===== config.mk =====
export PLATFORM = sky130hd
export DESIGN_NAME = pong_game_ctrl
export DESIGN_NICKNAME = d
export VERILOG_FILES = /design/src/rtl/pong_pkg.sv /design/src/rtl/pong_game_ctrl_btn_edge.sv /design/src/rtl/pong_game_ctrl.sv
export SDC_FILE = /design/constraint.sdc
export NUM_CORES = 1
export LEC_CHECK = 0
export BUFFER_PORTS_ARGS = -buffer_cell sky130_fd_sc_hd__buf_2
export CORE_UTILIZATION = 58
export CTS_CLUSTER_DIAMETER = 80
export DETAILED_ROUTE_END_ITERATION = 16
export GPL_TIMING_DRIVEN = 0
export PLACE_DENSITY = 0.81
export SKIP_LAST_GASP = 1
export SLEW_MARGIN = 10
export SYNTH_ARGS = -nofsm -noshare
export SYNTH_HDL_FRONTEND = slang
export SYNTH_SLANG_ARGS = --single-unit

===== constraint.sdc =====
create_clock -name clk -period 2.7 [get_ports clk]
set_clock_uncertainty 0.05 [all_clocks]
set_input_delay 0.135 -clock clk [delete_from_list [all_inputs] [get_ports clk]]
set_output_delay 0.135 -clock clk [all_outputs]
set_load 0.01 [all_outputs]

===== src/rtl/pong_pkg.sv =====
`default_nettype none
// +----------------------------------------------------------------------------+
// | pong_pkg : shared state encoding and timer sizing for pong_game_ctrl       |
// | Rev 1.0  : initial release                                                 |
// +----------------------------------------------------------------------------+
package pong_pkg;

    typedef enum logic [2:0] {
        IDLE       = 3'd0,
        WAIT_SERVE = 3'd1,
        SERVE      = 3'd2,
        PLAY       = 3'd3,
        POINT      = 3'd4,
        GAME_OVER  = 3'd5
    } game_state_t;

    localparam int SERVE_HOLD_DFLT       = 4;
    localparam int POINT_DELAY_DFLT      = 60;
    localparam int AUTO_SERVE_TICKS_DFLT = 180;

    // The timer only ever holds values up to (limit - 1).
    function automatic int timer_width(input int a, input int b, input int c);
        int m;
        m = (a > b) ? a : b;
        m = (m > c) ? m : c;
        return (m < 2) ? 1 : $clog2(m);
    endfunction

    localparam int TIMER_W = timer_width(POINT_DELAY_DFLT, AUTO_SERVE_TICKS_DFLT, SERVE_HOLD_DFLT);

endpackage
`default_nettype wire


===== src/rtl/pong_game_ctrl_btn_edge.sv =====
`default_nettype none
// +----------------------------------------------------------------------------+
// | btn_edge : 2-flop synchroniser plus one-clk rising-edge pulse              |
// | Rev 1.0  : initial release                                                 |
// +----------------------------------------------------------------------------+
module btn_edge (
    input  logic clk,
    input  logic reset,
    input  logic btn,
    output logic pulse
);

    logic sync1_q, sync2_q, prev_q;

    always_ff @(posedge clk or negedge reset) begin
        if (!reset) begin
            sync1_q <= 1'b0;
            sync2_q <= 1'b0;
            prev_q  <= 1'b0;
        end else begin
            sync1_q <= btn;
            sync2_q <= sync1_q;
            prev_q  <= sync2_q;
        end
    end

    assign pulse = sync2_q & ~prev_q;

endmodule
`default_nettype wire


===== src/rtl/pong_game_ctrl.sv =====
`default_nettype none
// +----------------------------------------------------------------------------+
// | pong_game_ctrl : match/serve controller (scores, serve, pause, winner)     |
// | Option macro PONG_AUTO_SERVE_EN enables timed automatic serve in WAIT_SERVE|
// | Rev 1.0  : initial release                                                 |
// +----------------------------------------------------------------------------+
module pong_game_ctrl
    import pong_pkg::*;
#(
    parameter int WIN_SCORE        = 7,
    parameter int SCORE_W          = 4,
    parameter int SERVE_HOLD       = SERVE_HOLD_DFLT,
    parameter int POINT_DELAY      = POINT_DELAY_DFLT,
    parameter int AUTO_SERVE_TICKS = AUTO_SERVE_TICKS_DFLT
) (
    input  logic               clk,
    input  logic               reset,
    input  logic               en,
    input  logic               btn_l,
    input  logic               btn_r,
    input  logic               miss_l,
    input  logic               miss_r,
    output logic               srv_l,
    output logic               srv_r,
    output logic [SCORE_W-1:0] score_l,
    output logic [SCORE_W-1:0] score_r,
    output logic               server_r,
    output logic               point_pause,
    output logic               game_over,
    output logic               winner_r
);

    localparam int c_tmr_need = timer_width(POINT_DELAY, AUTO_SERVE_TICKS, SERVE_HOLD);
    localparam int c_tmr_w    = (c_tmr_need > TIMER_W) ? c_tmr_need : TIMER_W;

    localparam logic [SCORE_W-1:0] c_win        = SCORE_W'(WIN_SCORE);
    localparam logic [c_tmr_w-1:0] c_hold_last  = c_tmr_w'(SERVE_HOLD - 1);
    localparam logic [c_tmr_w-1:0] c_delay_last = c_tmr_w'(POINT_DELAY - 1);
`ifdef PONG_AUTO_SERVE_EN
    localparam logic [c_tmr_w-1:0] c_auto_last  = c_tmr_w'(AUTO_SERVE_TICKS - 1);
`endif

    game_state_t        state_q, state_d;
    logic [c_tmr_w-1:0] timer_q, timer_d;
    logic [SCORE_W-1:0] score_l_q, score_l_d, score_r_q, score_r_d;
    logic               server_r_q, server_r_d;
    logic               miss_l_q, miss_r_q, miss_l_prev_q, miss_r_prev_q;
    logic               w_btn_l_pulse, w_btn_r_pulse, w_any_btn;
    logic               w_miss_l_edge, w_miss_r_edge;

    btn_edge u_btn_l (.clk(clk), .reset(reset), .btn(btn_l), .pulse(w_btn_l_pulse));
    btn_edge u_btn_r (.clk(clk), .reset(reset), .btn(btn_r), .pulse(w_btn_r_pulse));

    assign w_any_btn     = w_btn_l_pulse | w_btn_r_pulse;
    // The ball holds miss high until the next serve, so only the rise counts.
    assign w_miss_l_edge = miss_l_q & ~miss_l_prev_q;
    assign w_miss_r_edge = miss_r_q & ~miss_r_prev_q;

    always_comb begin
        state_d    = state_q;
        timer_d    = en ? timer_q + 1'b1 : timer_q;
        score_l_d  = score_l_q;
        score_r_d  = score_r_q;
        server_r_d = server_r_q;
        case (state_q)
            IDLE: begin
                if (w_any_btn) state_d = WAIT_SERVE;
            end
            WAIT_SERVE: begin
                if (server_r_q ? w_btn_r_pulse : w_btn_l_pulse) state_d = SERVE;
`ifdef PONG_AUTO_SERVE_EN
                else if (en && timer_q == c_auto_last) state_d = SERVE;
`endif
            end
            SERVE: begin
                if (en && timer_q == c_hold_last) state_d = PLAY;
            end
            PLAY: begin
                if (w_miss_l_edge && w_miss_r_edge) begin
                    state_d = POINT;
                end else if (w_miss_l_edge) begin
                    score_r_d  = (score_r_q >= c_win) ? c_win : score_r_q + 1'b1;
                    server_r_d = 1'b0;
                    state_d    = POINT;
                end else if (w_miss_r_edge) begin
                    score_l_d  = (score_l_q >= c_win) ? c_win : score_l_q + 1'b1;
                    server_r_d = 1'b1;
                    state_d    = POINT;
                end
            end
            POINT: begin
                if (en && timer_q == c_delay_last)
                    state_d = (score_l_q == c_win || score_r_q == c_win) ? GAME_OVER : WAIT_SERVE;
            end
            GAME_OVER: begin
                if (w_any_btn) begin
                    score_l_d  = '0;
                    score_r_d  = '0;
                    server_r_d = ~(score_r_q == c_win);
                    state_d    = WAIT_SERVE;
                end
            end
            default: state_d = IDLE;
        endcase
        if (state_d != state_q) timer_d = '0;
    end

    always_ff @(posedge clk or negedge reset) begin
        if (!reset) begin
            state_q       <= IDLE;
            timer_q       <= '0;
            score_l_q     <= '0;
            score_r_q     <= '0;
            server_r_q    <= 1'b0;
            miss_l_q      <= 1'b0;
            miss_r_q      <= 1'b0;
            miss_l_prev_q <= 1'b0;
            miss_r_prev_q <= 1'b0;
        end else begin
            state_q       <= state_d;
            timer_q       <= timer_d;
            score_l_q     <= score_l_d;
            score_r_q     <= score_r_d;
            server_r_q    <= server_r_d;
            miss_l_q      <= miss_l;
            miss_r_q      <= miss_r;
            miss_l_prev_q <= miss_l_q;
            miss_r_prev_q <= miss_r_q;
        end
    end

    assign srv_l       = (state_q == SERVE) & ~server_r_q;
    assign srv_r       = (state_q == SERVE) &  server_r_q;
    assign score_l     = score_l_q;
    assign score_r     = score_r_q;
    assign server_r    = server_r_q;
    assign point_pause = (state_q == POINT);
    assign game_over   = (state_q == GAME_OVER);
    assign winner_r    = (state_q == GAME_OVER) & (score_r_q == c_win);

endmodule
`default_nettype wire


Word-level counts from Yosys, hierarchy flattened:

Index checks and enable logic that the tools add are counted.

* muxes and demuxes: 27
* reductions and logical operators: 11
* $add $sub $neg: 3
* bitwise operators: 14
* magnitude comparators: 2
* equality and inequality tests: 16

Operators by type and width (count)
* $mux W4: 8
* $mux W3: 8
* $mux W8: 2
* $pmux W4 S2: 2
* $pmux W3 S5: 1
* $add A4 B1 Y4 const B: 2
* $add A8 B1 Y8 const B: 1
* $eq A4 B3 Y1 const B: 2
* $eq A8 B2 Y1 const B: 1
* $eq A8 B6 Y1 const B: 1
* $ge A4 B3 Y1 const B: 2
* $ne A2 B2 Y1 const B: 4
* $reduce_and A4 Y1: 2
* $and A1 B1 Y1: 7
* $eq A3 B2 Y1 const B: 2
* $eq A3 B3 Y1 const B: 2
* $not A1 Y1: 6
* $mux W1: 5
* $reduce_and A5 Y1: 1
* $reduce_bool A2 Y1: 2
* $eq A3 B1 Y1 const B: 1
* $logic_and A1 B1 Y1: 3
* $logic_not A3 Y1: 1
* $ne A3 B3 Y1: 1
* other kinds (6): 6

* output and inout bits: 14
* register bits: 30
* word-level logic and storage cells: 88

Depth between registers and ports, before layout:

Gate-level depths: netlist of the first run.

* depth after elaboration: 8
* gate-level depth with buffers: 7
* mapped depth without buffers: 6

Modules after synthesis:

Synthesis of the first run repeated with hierarchy kept, for this count alone.

* cells, all modules: 150
* area total of the unflattened synthesis: 1587.8 um^2

Modules (own cells, without submodules)
* pong_game_ctrl: seq. area each 600.6 um^2, area an instance 1410.1 um^2, cells each 142, instances 1
* btn_edge: seq. area each 75.1 um^2, area an instance 88.8 um^2, cells each 4, instances 2

Worst setup path after synthesis of the first run:

OpenSTA, ideal clock, no wires.

* kind: register -> register
* start: register state_q[1]
* end: register server_r_q (netlist: server_r)
* buffers on the path: 2
* required time: 2525 ps
* setup slack: 940 ps
* clock period less this slack: 1760 ps
* stages on the path, launching flop included: 8
* arrival: 1585 ps
* setup time: 125 ps
* cells stage by stage: dfrtp_1 -> buf_6 -> nand2b_4 -> or2_2 -> clkbuf_1 -> nor2_1 -> a21oi_1 -> mux2_2

* word-level cells in the longest chain between the ends: 3
* elaborated cells on any way between the ends: 8
* those cells by class: eq/ne (5); mux (1); reduce/logical (2)

RTL lines
* start: declaration: RTL line pong_game_ctrl.sv:43 `game_state_t state_q, state_d;`
* start signal: assignment: RTL line pong_game_ctrl.sv:120 `state_q <= state_d;`
* $eq A3 B2 Y1 or $eq A3 B3 Y1 (tied branches): RTL line pong_game_ctrl.sv:65 `case (state_q)`
* $ne A3 B3 Y1 (no line), or another cell as far along
* $reduce_and A4 Y1 (no line)
* end signal: assignment: RTL line pong_game_ctrl.sv:124 `server_r_q <= server_r_d;`
* end: declaration: RTL line pong_game_ctrl.sv:46 `logic server_r_q, server_r_d;`

Parallel ways exist; a longest one is shown, timed or not.
A chain may end at the register's enable or synchronous reset.

Worst setup path after layout of the first run:

* start: register state_q[1]
* end: output game_over

* word-level cells in the longest chain between the ends: 1

RTL lines
* $eq A3 B3 Y1: RTL line pong_game_ctrl.sv:138 `assign game_over = (state_q == GAME_OVER);`
* end: declaration: RTL line pong_game_ctrl.sv:29 `output logic game_over,`

No other way between the ends.

==> results of run 1 <==
worst reg2reg max path, stage by stage, from the launching register on:
cell and delay (ns):
dfrtp_1 0.40, ha_1 0.21, nand2_1 0.10, nor4_1 0.40
o2111ai_1 0.39, nand3_1 0.21, nor2_1 0.06
cell usage in the layout (no fill, tap or decap), types with 2 or more instances in the layout:
cell / n
clkbuf_4: 5
o31ai_1: 4
o2111ai_1: 2
dlygate4sd3_1: 5
o22a_1: 2
nor3b_1: 3
ha_1: 3
nor2_1: 18
buf_4: 2
nand2_1: 14
inv_1: 2
o21ai_1: 3
xor2_1: 3
nand4_1: 3
clkbuf_1: 3
and3_1: 2
buf_2: 20
nor2b_1: 8
or3_1: 4
mux2_2: 2
o22ai_1: 2
nor4_1: 2
a21oi_1: 6
nand3_1: 9
buf_6: 3
xnor2_1: 5
dfrtp_1: 30
o21ai_0: 8
flip-flops by register name, summed over array words and instances (netlist names):
| name | count |
|---|---|
| u_btn_l.prev_q | 1 |
| miss_l_q | 1 |
| u_btn_r.sync2_q | 1 |
| score_l | 4 |
| miss_r_prev_q | 1 |
| miss_l_prev_q | 1 |
| state_q | 3 |
| timer_q | 8 |
| u_btn_l.sync2_q | 1 |
| miss_r_q | 1 |
| u_btn_r.prev_q | 1 |
| server_r | 1 |
| score_r | 4 |
| u_btn_l.sync1_q | 1 |
| u_btn_r.sync1_q | 1 |
through the flow:
step | hold WS [ns] | util | cells | total power, mW
5_1_grt | 0.1131 | 0.7207 | 221 | 1.610
2_1_floorplan | -0.2106 | - | 158 | 1.053
4_1_cts | 0.1089 | 0.7207 | 221 | 1.510
6_report | 0.1276 | 0.7207 | 221 | 1.505
3_3_place_gp | 0.1363 | 0.6752 | 208 | 1.187
3_5_place_dp | 0.1450 | 0.6752 | 208 | 1.223
timing repair:
action	in CTS	in global routing
buffers inserted	0	0
hold buffers	5	0
endpoints found under the hold margin	34	0
resized for setup	0	0
cells by family (layout without fill, tap and decap cells):
family                     Yosys count  after routing
AOI/OAI and AO/OA                   35             35
xor gates and xnor gates             8              8
adders and majority gates            3              3
buffers and inverters               10             43
DFF                                 30             30
muxes                                3              3
and+or+nand+nor                     69             69
how the worst max path moves through the flow:
stage / endpoint / startpoint
final: game_over / state_q[1]
after global routing: winner_r / state_q[1]
after CTS: winner_r / state_q[1]
after detailed placement: timer_q[5] / timer_q[0]
after global placement: timer_q[4] / timer_q[0]
after floorplan: server_r / state_q[1]
per-layer routing:
metal,vias to the layer above,wire length (µm),part of all wire,GRT usage
met5,-,0,0,0
met1,590,1426,0.47,0.2875
met2,40,1442,0.47,0.3786
met3,2,163,0.054,0.06215
met4,0,8,0.0026,0.1272
li1,624,-,-,-
power by group through the flow:
stage | Clock, mW | Sequential (mW) | Combinational, mW
3_5_place_dp | 0 | 0.637 | 0.586
5_1_grt | 0.310 | 0.643 | 0.658
4_1_cts | 0.287 | 0.629 | 0.594
3_3_place_gp | 0 | 0.628 | 0.559
2_1_floorplan | 0 | 0.637 | 0.417
6_report | 0.280 | 0.629 | 0.596
area by class of cell:
| cell class | instances | area [µm²] | area share |
|---|---|---|---|
| plain buffers | 8 | 60.06 | 0.03333 |
| clock inverters | 2 | 12.51 | 0.006944 |
| well taps | 30 | 37.54 | 0.02083 |
| inverters | 2 | 7.507 | 0.004167 |
| multi-input cells | 118 | 732.0 | 0.4062 |
| flip-flops and latches | 30 | 750.7 | 0.4167 |
| repair buffers | 25 | 150.1 | 0.08333 |
| clock buffers | 6 | 51.30 | 0.02847 |
==> impl_metrics.yaml, run 1 <==
outcome:
  outcome: "completed"
power_and_ir_drop:
  p_sw_frac: 0.3788
  p_clk_frac: 0.186
  power_leakage_nw: 0.8305
  p_switching_mw: 0.5702
  ir_drop_mv: 0.5818
  power_density_nw_per_um2: 835.5
  p_int_mw: 0.9351
  p_comb_frac: 0.396
  p_seq_frac: 0.418
min_path:
  hold_end: "timer_q[0]"
  whs_path_depth: 4
  worstHoldStart: "en"
  min_path_type: "primary input to flip-flop"
synthesis:
  synthDistinctLibCells: 40
  synthMuxAreaShare: 0.02098
  ys_seq_area_frac: 0.4843
  synth_top_area_frac: 0.4843
  syn_inst: 158
  syn_area_per_cell_um2: 9.812
  synth_fp_nets: 168
  synth_top_family_by_area: "simple AND/OR/NAND/NOR gates"
  synth_commonest_cells: "dfrtp_1 (30), nor2_1 (18), nand2_1 (14)"
  synth_compound_area_frac: 0.1485
  yosys_warnings: 0
  yosys.area_share.simple: 0.2333
  synth_top_area_cell: "dfrtp_1"
  yosysMostFrequentCell: "dfrtp_1"
  netlist_area_um2: 1550
  async_reset_ff_frac: 1.000
  synth_edf_count: 0
  ys_ff_latch: 30
  yosys-top-cells-area: "dfrtp_1 (48%), nor2_1 (4.4%), nand2_1 (3.4%), nor2b_1 (3.2%), nand3_1 (2.9%)"
  synth_xor_area_frac: 0.04520
  synthAdderAreaFrac: 0.02421
  synth_flop_cell: "dfrtp_1"
timing:
  tns_ns: 0
  fmaxAchievable_mhz: 505.2
  slew_headroom: 0.5762
  worst_pin_slew_ns: 0.6358
  hold_viol_final: 0
  setup_viol: 0
  drv_slew: 0
  fin_ws_ns: 0.7204
  rsz0062_at_grt: "no"
  fin_crit_sh: 0.7332
  period_minus_slack_ns: 1.980
worst_setup_path:
  end_kind: "output port"
  crit_path_start_kind: "flip-flop"
  slowest_delay_ns: 0.40
  cp_top_family: "buffers and inverters"
  cp.arrival_ns: 1.79
  r2r_setup_slack_ns: 0.78
  slowest_stage: "dfrtp_1"
  ff2ff_path_depth: 6
  cp.depth: 6
  reg2reg_to: "timer_q[5]"
  path_buf_inv: 4
  worstPathCellList: "buf_6 > nand2b_4 > or2_2 > clkbuf_1 > inv_1 > buf_2"
  regToRegStartpoint: "timer_q[1]"
  cp.required_ns: 2.52
  crit_type: "flip-flop to output port"
  crit_fanout: 10
die:
  core_um2: 2500
  num_rows: 18
  fp.dieArea_um2: 2884
  die-height_um: 53.70
  io_pins: 21
  die_w_um: 53.70
  initial_utilization: 0.6201
detailed_routing:
  drtPass1Iterations: 4
  dr.first_iter.drc_count: 46
  antenna_left: 0
  drc_errors: 0
  vias: 1256
  avgRoutedWirePerCell_um: 13.76
  via_per_inst: 5.683
  drt-total-wl_um: 3040
finish:
  final_net_count: 200
  area_delta_synth_final_pct: 16.22
  final_area_um2: 1802
  nFillCells: 190
  diodes: 0
  drive_gt1_frac: 0.2094
grt:
  grt_use_total: 0.2361
  grt_max_degree: 31
  first_global_vias: 1100
  grt_overflow: 0
  grt_pass1_wl_um: 4726
  antenna_found_initial: 0
clock_tree:
  cts_buffers: 5
  cts_buffer_depth: 2
  h-tree-depth: 2
  cts_sinks: 30
  clk_latency_ns: 0.34
  cts_tree: "yes"
  cts_root_buffer: "clkbuf_4"
  clk_pin_slew_ns: 0.09
job:
  max-cap-violations: 0
place:
  numPortBuffers: 20
  post-dp-hpwl_um: 2174
  gp_congestion: 0.8624
  place_area_um2: 1688
  dp_slack_ns: 0.8437
Power figures use the tool's default switching activity.
==> run 2: changes to the inputs <==
- CORE_UTILIZATION: 58 -> 56
- PLACE_DENSITY: 0.81 -> 0.79
- clock period: 2.7 -> 1.84 ns (I/O delays scaled with it)
==> impl_metrics.yaml, run 2 (synthesis gave the netlist of run 1 again) <==
timing:
  hold_viol_final: 0
  worst_pin_slew_ns: 0.6571
  fin_ws_ns: 0.08077
  setup_viol: 0
  drv_slew: 0
  tns_ns: 0
  fmaxAchievable_mhz: 568.4
  hold_slack_ns: 0.1023
  fin_crit_sh: 0.9561
  period_minus_slack_ns: 1.759
  slew_headroom: 0.5619
power_and_ir_drop:
  power_density_nw_per_um2: 1245
  power_leakage_nw: 0.8493
  ir_drop_mv: 0.9660
grt:
  top_usage_layer: "met2"
  grt_use_met3: 0.06389
  first_global_vias: 1194
  grt_max_degree: 31
  grt_use_total: 0.2570
  gr-usage-met1: 0.3081
  grt_overflow: 0
  grt_pass1_wl_um: 5264
  antenna_found_initial: 0
  use_met2: 0.4277
detailed_routing:
  drt-total-wl_um: 3274
  dr.first_iter.drc_count: 26
  vias: 1291
  avgRoutedWirePerCell_um: 14.81
  antenna_left: 0
  via_per_inst: 5.842
  drc_errors: 0
  drtPass1Iterations: 6
finish:
  final_common_cell: "dfrtp_1"
  largest_register_ffs: 8
  diodes: 0
  final_net_count: 200
  area_delta_synth_final_pct: 20.82
  largest-register: "timer_q"
  drive_gt1_frac: 0.2827
  layout_common_cells: "dfrtp_1 (30), buf_2 (20), nor2_1 (17)"
  final_area_um2: 1873
clock_tree:
  clk_latency_ns: 0.33
  cts_sinks: 30
  cts_root_buffer: "clkbuf_4"
  clk_pin_slew_ns: 0.09
  cts_tree: "yes"
  h-tree-depth: 2
  cts_buffers: 5
  cts_buffer_depth: 2
worst_setup_path:
  crit_path_start_kind: "flip-flop"
  crit_fanout: 8
  crit_type: "flip-flop to flip-flop"
  regToRegStartpoint: "u_btn_l.prev_q"
  cp.required_ns: 2.01
  ff2ff_path_depth: 5
  r2r_setup_slack_ns: 0.08
  reg2reg_to: "timer_q[5]"
  cp.arrival_ns: 1.93
  end_kind: "flip-flop"
place:
  numPortBuffers: 20
  dp_slack_ns: -0.02190
  gp_congestion: 0.8301
  place_area_um2: 1688
  post-dp-hpwl_um: 2231
die:
  initial_utilization: 0.6091
  io_pins: 21
  num_rows: 18
  die-height_um: 54.62
  core_um2: 2545
  fp.dieArea_um2: 2983
  die_w_um: 54.62
min_path:
  min_path_type: "primary input to flip-flop"
  hold_end: "timer_q[0]"
  worstHoldStart: "en"
  whs_path_depth: 4
outcome:
  outcome: "completed"
job:
  max-cap-violations: 0
==> run 2: cell type report <==
class                      count  area [µm²]
clock buffer                   8       78.83
timing repair buffer          28       172.7
sequential                    30       750.7
fill                         176       671.9
buffer                         5       41.29
tap                           30       37.54
inverter                       2       7.507
multi-input combinational    118       784.5
==> run 2: power by group <==
part	internal (mW)	switching [mW]
clock network	0.261	0.220
registers	0.788	0.141
logic	0.418	0.505
==> run 2: critical path, cell delays in order (launching register included) <==
cell and delay [ns]:
dfrtp_1 0.40, nor2b_2 0.23, mux2i_1 0.16, a2111oi_1 0.47, or3_4 0.27, nor2_1 0.07
==> run 2: layer usage <==
metal / vias to the layer above / wire [µm] / part of all wire
li1: 631 / - / -
met1: 625 / 1448 / 0.44
met2: 30 / 1632 / 0.50
met3: 5 / 137 / 0.042
met4: 0 / 55 / 0.017
met5: - / 0 / 0
==> run 2: worst max-delay path by stage <==
| stage | slack [ns] | cells after the start | to | startpoint |
|---|---|---|---|---|
| floorplan | 0.08 | 7 | server_r | state_q[1] |
| detailed placement | -0.02 | 6 | timer_q[0] | timer_q[0] |
| global route | -0.01 | 6 | score_l[2] | state_q[2] |
| CTS | 0.009 | 7 | timer_q[0] | timer_q[0] |
| finish | 0.08 | 5 | timer_q[5] | u_btn_l.prev_q |
| global placement | 0.04 | 6 | timer_q[4] | timer_q[0] |
==> run 2: what timing repair did <==
action,in CTS,in global routing
hold endpoints to repair,34,0
setup endpoints to repair,8,14
hold buffers,5,0
gates cloned,0,0
gates resized for setup,3,12
buffers inserted,0,3
pin swaps,1,2
==> run 2: through the flow <==
step / total power, mW / cells / util
floorplan: 1.546 / 158 / -
global placement: 1.734 / 208 / 0.6632
detailed placement: 1.792 / 208 / 0.6632
CTS: 2.284 / 220 / 0.7158
global route: 2.520 / 221 / 0.7360
finish: 2.333 / 221 / 0.7360
==> run 3: changes to the inputs <==
- BUFFER_PORTS_ARGS: -buffer_cell sky130_fd_sc_hd__buf_2 -> not set
- CORE_UTILIZATION: 56 -> 55
- DONT_BUFFER_PORTS: not set -> 1
- PLACE_DENSITY: 0.79 -> 0.74
- clock period: 1.84 -> 1.5 ns (I/O delays scaled with it)
==> impl_metrics.yaml, run 3 (synthesis gave the netlist of run 1 again) <==
power_and_ir_drop:
  p_comb_frac: 0.452
  ir_drop_mv: 1.297
  p_clk_frac: 0.160
  power_leakage_nw: 0.8897
  power_density_nw_per_um2: 1477
  p_seq_frac: 0.388
  p_sw_frac: 0.3998
  p_switching_mw: 1.246
  p_int_mw: 1.870
  total_power_mw: 3.115
clock_tree:
  h-tree-depth: 2
  cts_tree: "yes"
  cts_buffer_depth: 2
  cts_root_buffer: "clkbuf_4"
  cts_buffers: 5
  cts_sinks: 30
  clk_pin_slew_ns: 0.09
  clk_latency_ns: 0.33
place:
  place_area_um2: 1629
  numPortBuffers: 0
  gp_congestion: 0.8396
  dp_slack_ns: -0.3980
  post-dp-hpwl_um: 2118
finish:
  drive_gt1_frac: 0.3957
  layout_common_cells: "dfrtp_1 (29), buf_4 (16), nand2_1 (13)"
  area_delta_synth_final_pct: 36.08
  final_common_cell: "dfrtp_1"
  final_net_count: 196
  largest_register_ffs: 8
  utilization: 0.8216
  final_area_um2: 2110
  largest-register: "timer_q"
  nFillCells: 134
  diodes: 0
timing:
  tns_ns: -1.368
  setup_viol: 15
  period_minus_slack_ns: 1.666
  slew_headroom: 0.7062
  hold_viol_final: 0
  fin_ws_ns: -0.1664
  worst_pin_slew_ns: 0.4407
  drv_slew: 0
  rsz0062_at_grt: "yes"
  fin_crit_sh: 1.111
  fmaxAchievable_mhz: 600.1
min_path:
  whs_path_depth: 3
  worstHoldStart: "en"
  min_path_type: "primary input to flip-flop"
  hold_end: "timer_q[1]"
worst_setup_path:
  end_kind: "flip-flop"
  r2r_setup_slack_ns: -0.17
  cp.arrival_ns: 1.88
  crit_fanout: 8
  crit_path_start_kind: "flip-flop"
  slowest_delay_ns: 0.45
  reg2reg_to: "timer_q[7]"
  ff2ff_path_depth: 6
  crit_type: "flip-flop to flip-flop"
  cp.required_ns: 1.71
  worstPathCellList: "ha_2 > nand2_4 > nor4_4 > and3_1 > or3_4 > nor3b_2"
  cp_top_family: "simple AND/OR/NAND/NOR gates"
  path_buf_inv: 0
  slowest_stage: "or3_4"
  regToRegStartpoint: "timer_q[0]"
grt:
  first_global_vias: 1299
  grt_pass1_wl_um: 5685
  grt_max_degree: 31
  grt_overflow: 0
  grt_use_total: 0.2745
  antenna_found_initial: 0
outcome:
  violations: "negative setup slack"
  outcome: "finished, violations left"
die:
  core_um2: 2567
  die_w_um: 55.09
  fp.dieArea_um2: 3035
  num_rows: 18
  initial_utilization: 0.6038
  die-height_um: 55.09
  io_pins: 21
detailed_routing:
  via_per_inst: 6.253
  drtPass1Iterations: 4
  drt-total-wl_um: 3845
  vias: 1357
  drc_errors: 0
  antenna_left: 0
  avgRoutedWirePerCell_um: 17.72
  dr.first_iter.drc_count: 53
job:
  max-cap-violations: 0
run 3: cell count changes in the layout (fill, tap and decap cells not counted), moves of 4 or more:
| cell | delta |
|---|---|
| nor2b_4 | +4 |
| buf_4 | +11 |
| nor2_2 | +4 |
| buf_2 | -20 |
| nor2_1 | -5 |
| o31ai_2 | +4 |
run 3: per-stage QoR:
stage / hold slack [ns] / instances
2_1_floorplan: -0.2706 / 158
3_3_place_gp: -0.2700 / 188
3_5_place_dp: -0.2700 / 188
4_1_cts: 0.01743 / 207
5_1_grt: 0.02328 / 217
6_report: 0.03277 / 217
run 3: how the worst max path moves through the flow:
stage                     startpoint  slack, ns          to  cells past startpoint
after floorplan             miss_l_q      -0.15  timer_q[7]                      7
after global placement    timer_q[0]      -0.32  timer_q[3]                      6
after detailed placement  timer_q[0]      -0.40  timer_q[3]                      6
after CTS                 timer_q[1]      -0.14  timer_q[7]                      6
after global routing      timer_q[0]      -0.24  timer_q[7]                      6
final                     timer_q[0]      -0.17  timer_q[7]                      6
run 3: area by class of cell:
type                            instances  area (µm²)  area share
Multi-Input combinational cell        118       977.2      0.4632
Sequential cell                        30       752.0      0.3565
Timing Repair Buffer                   25       231.5      0.1097
Clock buffer                            7       55.05     0.02610
Buffer                                  4       38.79     0.01839
Tap cell                               30       37.54     0.01779
Inverter                                2       12.51    0.005931
Clock inverter                          1       5.005    0.002372
run 3: layer usage:
| layer | track usage | routed length [µm] | vias up |
|---|---|---|---|
| li1 | - | - | 615 |
| met1 | 0.3257 | 1518 | 666 |
| met2 | 0.4659 | 2011 | 61 |
| met3 | 0.08743 | 225 | 15 |
| met4 | 0.09583 | 89 | 0 |
| met5 | 0 | 0 | - |
run 3: power groups by stage:
| stage | combinational, mW | clock [mW] | sequential, mW |
|---|---|---|---|
| final | 1.41 | 0.499 | 1.21 |
| after global routing | 1.52 | 0.546 | 1.23 |
| after CTS | 1.10 | 0.510 | 1.18 |
| after detailed placement | 0.928 | 0 | 1.19 |
| after global placement | 0.891 | 0 | 1.17 |
| after floorplan | 0.780 | 0 | 1.15 |
run 3: what timing repair did:
action,CTS,global route
hold buffers,7,0
setup buffers,8,11
pin swaps,7,28
gates resized for setup,27,27
hold endpoints to repair,38,0
setup endpoints to repair,22,24
run 3: worst reg2reg max path: stages, from the launching register on:
cell and delay [ns]:
dfrtp_1 0.41, ha_2 0.22, nand2_4 0.08, nor4_4 0.04, and3_1 0.18, or3_4 0.45
nor3b_2 0.17
